### config.mk
export PLATFORM = sky130hd
export DESIGN_NAME = pipe_stage_skid
export DESIGN_NICKNAME = d
export VERILOG_FILES = /design/src/rtl/pipe_stage_skid.sv
export SDC_FILE = /design/constraint.sdc
export NUM_CORES = 1
export LEC_CHECK = 0
export ABC_AREA = 1
export BUFFER_PORTS_ARGS = -buffer_cell sky130_fd_sc_hd__buf_2
export CAP_MARGIN = 20
export CORE_ASPECT_RATIO = 0.6
export CORE_MARGIN = 2
export CORE_UTILIZATION = 40
export CTS_BUF_LIST = sky130_fd_sc_hd__clkbuf_8 sky130_fd_sc_hd__clkbuf_16
export DETAILED_ROUTE_END_ITERATION = 10
export GPL_TIMING_DRIVEN = 0
export HOLD_SLACK_MARGIN = 0.02
export SLEW_MARGIN = 20
export SYNTH_ARGS = -nofsm -noshare
export SYNTH_HDL_FRONTEND = slang
export SYNTH_SLANG_ARGS = --single-unit
### constraint.sdc
create_clock -name clk -period 2.6 [get_ports clk]
set_clock_uncertainty 0.05 [all_clocks]
set_input_delay 0.26 -clock clk [delete_from_list [all_inputs] [get_ports clk]]
set_output_delay 0.26 -clock clk [all_outputs]
set_load 0.005 [all_outputs]
### src/rtl/pipe_stage_skid.sv
// Valid/ready pipeline register with an optional 2-entry skid buffer, a synchronous flush
// and a saturating stall counter. SKID=1 registers ready_o; SKID=0 passes ready_i through combinationally.
module pipe_stage_skid #(
  parameter int unsigned DATA_W = 256,
  parameter int unsigned SKID   = 1,
  parameter int unsigned CNT_W  = 16
) (
  input  logic              clk,
  input  logic              reset_n,
  input  logic              flush_i,
  input  logic              valid_i,
  output logic              ready_o,
  input  logic [DATA_W-1:0] data_i,
  output logic              valid_o,
  input  logic              ready_i,
  output logic [DATA_W-1:0] data_o,
  output logic [CNT_W-1:0]  stall_cnt_o
);

  localparam logic [CNT_W-1:0] CNT_MAX = '1;

  logic [DATA_W-1:0] r_main;
  logic              r_valid;
  logic [CNT_W-1:0]  r_stall_cnt;
  logic              w_ready;
  logic              w_acc;
  logic              w_pop;

  assign w_acc = valid_i && w_ready;
  assign w_pop = r_valid && ready_i;

  // Stall counter: saturates, survives flush, cleared only by reset.
  always_ff @(posedge clk or negedge reset_n) begin
    if (!reset_n) begin
      r_stall_cnt <= '0;
    end else if (r_valid && !ready_i && (r_stall_cnt != CNT_MAX)) begin
      r_stall_cnt <= r_stall_cnt + CNT_W'(1);
    end
  end

  generate
    if (SKID != 0) begin : g_skid
      typedef enum logic [1:0] {
        S_EMPTY = 2'd0,
        S_BUSY  = 2'd1,
        S_FULL  = 2'd2
      } state_t;

      state_t            r_state;
      state_t            w_state_nxt;
      logic [DATA_W-1:0] r_skid;
      logic              r_ready;
      logic              w_main_ld;
      logic              w_main_from_skid;
      logic              w_skid_ld;

      // State register; valid/ready are registered decodes of the next state.
      always_ff @(posedge clk or negedge reset_n) begin
        if (!reset_n) begin
          r_state <= S_EMPTY;
          r_valid <= 1'b0;
          r_ready <= 1'b1;
          r_main  <= '0;
          r_skid  <= '0;
        end else begin
          r_state <= w_state_nxt;
          r_valid <= (w_state_nxt != S_EMPTY);
          r_ready <= (w_state_nxt != S_FULL);
          if (w_main_ld) begin
            r_main <= w_main_from_skid ? r_skid : data_i;
          end
          if (w_skid_ld) begin
            r_skid <= data_i;
          end
        end
      end

      always_comb begin
        w_state_nxt      = r_state;
        w_main_ld        = 1'b0;
        w_main_from_skid = 1'b0;
        w_skid_ld        = 1'b0;
        if (flush_i) begin
          w_state_nxt = S_EMPTY;
        end else begin
          case (r_state)
            S_EMPTY: begin
              if (w_acc) begin
                w_main_ld   = 1'b1;
                w_state_nxt = S_BUSY;
              end
            end
            S_BUSY: begin
              if (w_acc && w_pop) begin
                w_main_ld = 1'b1;
              end else if (w_acc) begin
                w_skid_ld   = 1'b1;
                w_state_nxt = S_FULL;
              end else if (w_pop) begin
                w_state_nxt = S_EMPTY;
              end
            end
            S_FULL: begin
              if (w_pop) begin
                w_main_ld        = 1'b1;
                w_main_from_skid = 1'b1;
                w_state_nxt      = S_BUSY;
              end
            end
            default: w_state_nxt = S_EMPTY;
          endcase
        end
      end

      assign w_ready = r_ready;
    end else begin : g_noskid
      // Single register: accept whenever empty or draining this cycle.
      always_ff @(posedge clk or negedge reset_n) begin
        if (!reset_n) begin
          r_valid <= 1'b0;
          r_main  <= '0;
        end else if (flush_i) begin
          r_valid <= 1'b0;
        end else if (w_acc) begin
          r_valid <= 1'b1;
          r_main  <= data_i;
        end else if (w_pop) begin
          r_valid <= 1'b0;
        end
      end

      assign w_ready = !r_valid || ready_i;
    end
  endgenerate

  assign ready_o     = w_ready;
  assign valid_o     = r_valid;
  assign data_o      = r_main;
  assign stall_cnt_o = r_stall_cnt;

endmodule

Yosys cells after proc, flatten, opt, wreduce, memory -nomap -nowiden
Cells that the tools add are included.
W data, S select, Z words.

word-level totals
  bits in registers = 532
  bits of input ports = 261
  output and inout port bits = 274
  logic and storage cells = 37

operators by class
  $add $sub $neg = 1
  equal/unequal tests = 4
  muxes and demuxes = 18
  reduce and logical (&&, ||, !) cells = 8

operator list
  cell                     count
  $mux W256                1
  $add A16 B1 Y16 const B  1
  $ne A16 B16 Y1 const B   1
  $mux W2                  6
  $mux W1                  9
  $pmux W2 S3              1
  $logic_and A1 B1 Y1      5
  $pmux W1 S3              1
  $eq A2 B1 Y1 const B     1
  $eq A2 B2 Y1 const B     1
  $logic_not A2 Y1         1
  $ne A2 B2 Y1 const B     1
  $reduce_bool A2 Y1       1
  $logic_not A1 Y1         1

Longest topological paths before layout
  depth after elaboration = 7
  mapped depth = 10
  gate-level depth less buffers = 8

Least setup slack after synthesis
OpenSTA, ideal clock, no wires.

  kind = flip-flop to flip-flop
  start = register g_skid.r_ready (netlist: ready_o)
  end = register g_skid.r_skid[217]
  library setup time = 0.116 ns
  data arrival time = 1.379 ns
  data required time = 2.434 ns
  slack = 1.054 ns
  stages on the path, launching flop included = 10
  buffers on the path = 2
  period minus slack after synthesis = 1.546 ns
  path through = dfstp_2 nand2_1 nor2_1 nand2_1 nor2_2 inv_2 buf_2 buf_2 nand2_1 nand2_1

between the ends
  longest elaborated chain between the ends = 5
  elaborated cells between the ends (all ways) = 6
  classes of those cells = mux: 4; reduce/logical: 2

ends and longest elaborated chain
  what                                            line    source
  start, declared                                 52      logic r_ready;
  start signal, assigned                          68      r_ready <= (w_state_nxt != S_FULL);
  $logic_and A1 B1 Y1 *                           29      assign w_acc = valid_i && w_ready;
  $mux W1 or $logic_and A1 B1 Y1 (tied branches)  96, 94
  $mux W1 *                                       94      if (w_acc && w_pop) begin
  $mux W1 *                                       86      case (r_state)
  $mux W1 *                                       83      if (flush_i) begin
  end signal, assigned                            73      r_skid <= data_i;
  end, declared                                   51      logic [DATA_W-1:0] r_skid;

Mark *: on every way between the ends. The rest lies on a longest branch, timed or not.
A chain may end at the register's enable or synchronous reset.

Final worst setup path
  start = input flush_i
  end = register r_main[38] (netlist: data_o[38])

between the ends
  longest elaborated chain between the ends = 2
  elaborated cells between the ends (all ways) = 3
  classes of those cells = mux: 3

ends and longest elaborated chain
  what                  line  source
  start, declared       10    input logic flush_i,
  $mux W1               83
  $mux W256             70    r_main <= w_main_from_skid ? r_skid : data_i;
  end signal, assigned  70
  end, declared         22    logic [DATA_W-1:0] r_main;

Several ways; a longest one is shown, not always the timed one.

==> metrics.txt <==
clock buffer depth 3; RD Place Congestion 0.869; internal power 18.2 mW; run status completed; CORE AREA 0.0591 mm²; slowest stage delay, CP 0.75 ns; CTS tree yes; Slew HR 0.359; CP max-delay cell clkbuf_1; Comb pwr share 0.233; Initial Utilization 0.404; Worst EP required 3.10 ns; Die Area 0.0618 mm²; #FFs+latches synth 532; Reg-to-Reg Start ready_o$_DFF_PN1_; Switching Share 0.319; Area after DPL 0.0277 mm²; Routed WL 78,300 µm; vias in the first global route 22.0k; Die X 320 µm; first-pass GRT wire length 123,000 µm; die span in y 193 µm; DR vias 23.0k; # setup viols final 0; Synth area leaders dfrtp_1 (56%), nand2_1 (32%), nand3_1 (5.3%); Clock transition at path regs 0.07 ns; WS Path Type in -> reg; row count 69; Synth area leader dfrtp_1; IO Pins 535; Clk pwr share 0.282; syn_nets 3,428; PD cells 834 mW/mm²; final core occ 0.541; VDD IR-drop max 0.611 mV; Post-synth top cells nand2_1 (2,055), dfrtp_1 (531), nand3_1 (255); Crit path buffers/inverters 5; DRT antenna net count 0; drt wl/cell 16.2 µm; Mapped Area 0.0239 mm²; Arrival @ worst endpoint 2.76 ns; fillcell total 5,709; worst reg-to-reg path cell count 7; fraction of layout cells with a size suffix above 1 0.198; Slew Limit Fails 0; R2R setup slack 0.44 ns; Worst Hold Launch ready_i; Yosys top cell area share 0.556; IO buf count 534; Final Cell Area 0.0320 mm²; top_reg_cell synth dfrtp_1; initial antenna violation count 15; Resize count post-CTS 0; grt ovf 0; Layout Nets 4,282; Final HPWL DP 55,200 µm; CP Cell Sequence dlygate4sd3_1 > buf_2 > inv_2 > clkbuf_1 > clkbuf_1 > nand3_1 > nand2_1 > nand2_1 > nand2_1; Iteration-0 DRC Markers 1,645; Setup Buffers After CTS 0; count leader, synth nand2_1; critical path capture point type flip-flop; FMAX 0.443 GHz; Fin. Hold Viols 0; Vias per Instance 4.74; Seq pwr share 0.486; register area share after synthesis 0.557; actual slew at the worst max-slew pin 0.961 ns; worst min path class in -> reg; RSZ-0062 raised after global routing false; CTS Buf Count 53; Post-Syn Instances 3,166; Setup TNS 0 ns; syn_area_per_cell 7.55 µm²; Final min period 2.26 ns; Crit path top cell by count nand2_1; worst hold stages 4; clk_lat worst skew 0.61 ns; total track usage 0.251; YS warnings 0; number of flops mapped to enable cells by yosys 0; first drt pass iteration count 5; pin count of the biggest net entering global routing 97; Pwr Total 26.7 mW; hold path endpoint g_skid.r_state[0]$_DFF_PN0_; H-Tree Depth 2; Net Sw Power 8.52 mW; Critical Path Fanout Max 10; Largest delay share family, worst path buffers and inverters; CTS root buf clkbuf_16; crit start category primary input; post-synthesis cell type count 22; Static Leakage 18.3 nW; Critical R2R Capture g_skid.r_skid[237]$_DFFE_PN0P_; DRC 0; Area Growth Syn to Fin 33.9%; Final Cycle Share 0.869; WHS 0.0986 ns; Num Clock Sinks 532; fraction of registers with async set/reset 1.00; max_cap viols 0
per-stage QoR:
stage	worst slack (ns)	instances
floorplan	1.05	3166
global placement	-10.22	4481
detailed placement	0.239	4487
CTS	0.296	4836
global route	0.0636	4839
finish	0.341	4843
flip-flops by register name, indices dropped and copies added (netlist names):
register / flops
valid_o: 1
g_skid.r_skid: 256
ready_o: 1
g_skid.r_state: 2
stall_cnt_o: 16
data_o: 256
per-layer routing:
layer  vias to the layer above  track usage  share of wire
li1                      11400            -              -
met1                     10800        0.371           0.48
met2                       622        0.376           0.43
met3                       137       0.0446          0.055
met4                        14       0.0772          0.028
met5                         -            0         0.0011
cell families after synthesis:
logic type,Yosys count,synth area share
buf+inv,235,0.0466
compound gates,47,0.0100
xor+xnor,8,0.00293
flops,532,0.557
fa+ha+maj,1,0.000523
simple gates,2343,0.383
power by group through the flow:
stage / sequential (mW) / clock (mW) / combinational (mW)
floorplan: 12.9 / 0 / 3.05
global placement: 13.0 / 0 / 5.80
detailed placement: 13.0 / 0 / 5.96
CTS: 12.9 / 7.71 / 6.28
global route: 13.3 / 8.04 / 7.12
finish: 13.0 / 7.51 / 6.21
area by class of cell:
class	instances	area [µm²]	share of cell area
Clock inverter	26	155	0.00485
Tap cell	781	977	0.0305
Buffer	198	976	0.0305
Multi-Input combinational cell	2399	9470	0.296
Clock buffer	64	1500	0.0469
Antenna cell	7	17.5	0.000548
Inverter	37	139	0.00434
Sequential cell	532	13300	0.416
Timing Repair Buffer	799	5440	0.170
cells in the final DEF (no fill, tap or decap), drive strengths merged:
master       netlist  final
nand2           2059   2059
buf              175    715
dfrtp            531    531
dlygate4sd3        0    259
nand3            255    255
clkbuf            23     87
inv               37     50
o21ai             46     46
nor2              24     24
clkinv             0      9
xor2               8      8
diode              0      7
nand4              4      4
clkinvlp           0      3
nand3b             1      1
a21oi              1      1
ha                 1      1
bufinv             0      1
dfstp              1      1
worst max-delay path by stage:
stage | depth (start not counted) | slack, ns | from | end
detailed placement | 5 | 0.24 | reset_n | data_o[10]$_DFFE_PN0P_
global route | 6 | 0.06 | reset_n | g_skid.r_skid[4]$_DFFE_PN0P_
finish | 9 | 0.34 | flush_i | data_o[38]$_DFFE_PN0P_
global placement | 1 | -10.22 | reset_n | data_o[46]$_DFFE_PN0P_
floorplan | 9 | 1.05 | ready_o$_DFF_PN1_ | g_skid.r_skid[217]$_DFFE_PN0P_
CTS | 6 | 0.30 | reset_n | g_skid.r_skid[219]$_DFFE_PN0P_
repair_timing:
| item | 4_1_cts | 5_1_grt |
|---|---|---|
| endpoints found under the setup margin | 0 | 0 |
| hold buffers | 259 | 0 |
| endpoints found under the hold margin | 705 | 0 |
worst register-to-register path: stages (launching register included):
cell and delay, ns:
dfstp_2 0.53, nand2_1 0.06, nor2_1 0.12, nand2_1 0.08, nor2_2 0.30, buf_2 0.45
buf_2 0.34, o21ai_0 0.12
Note: power is estimated with default switching activity, not from simulation.
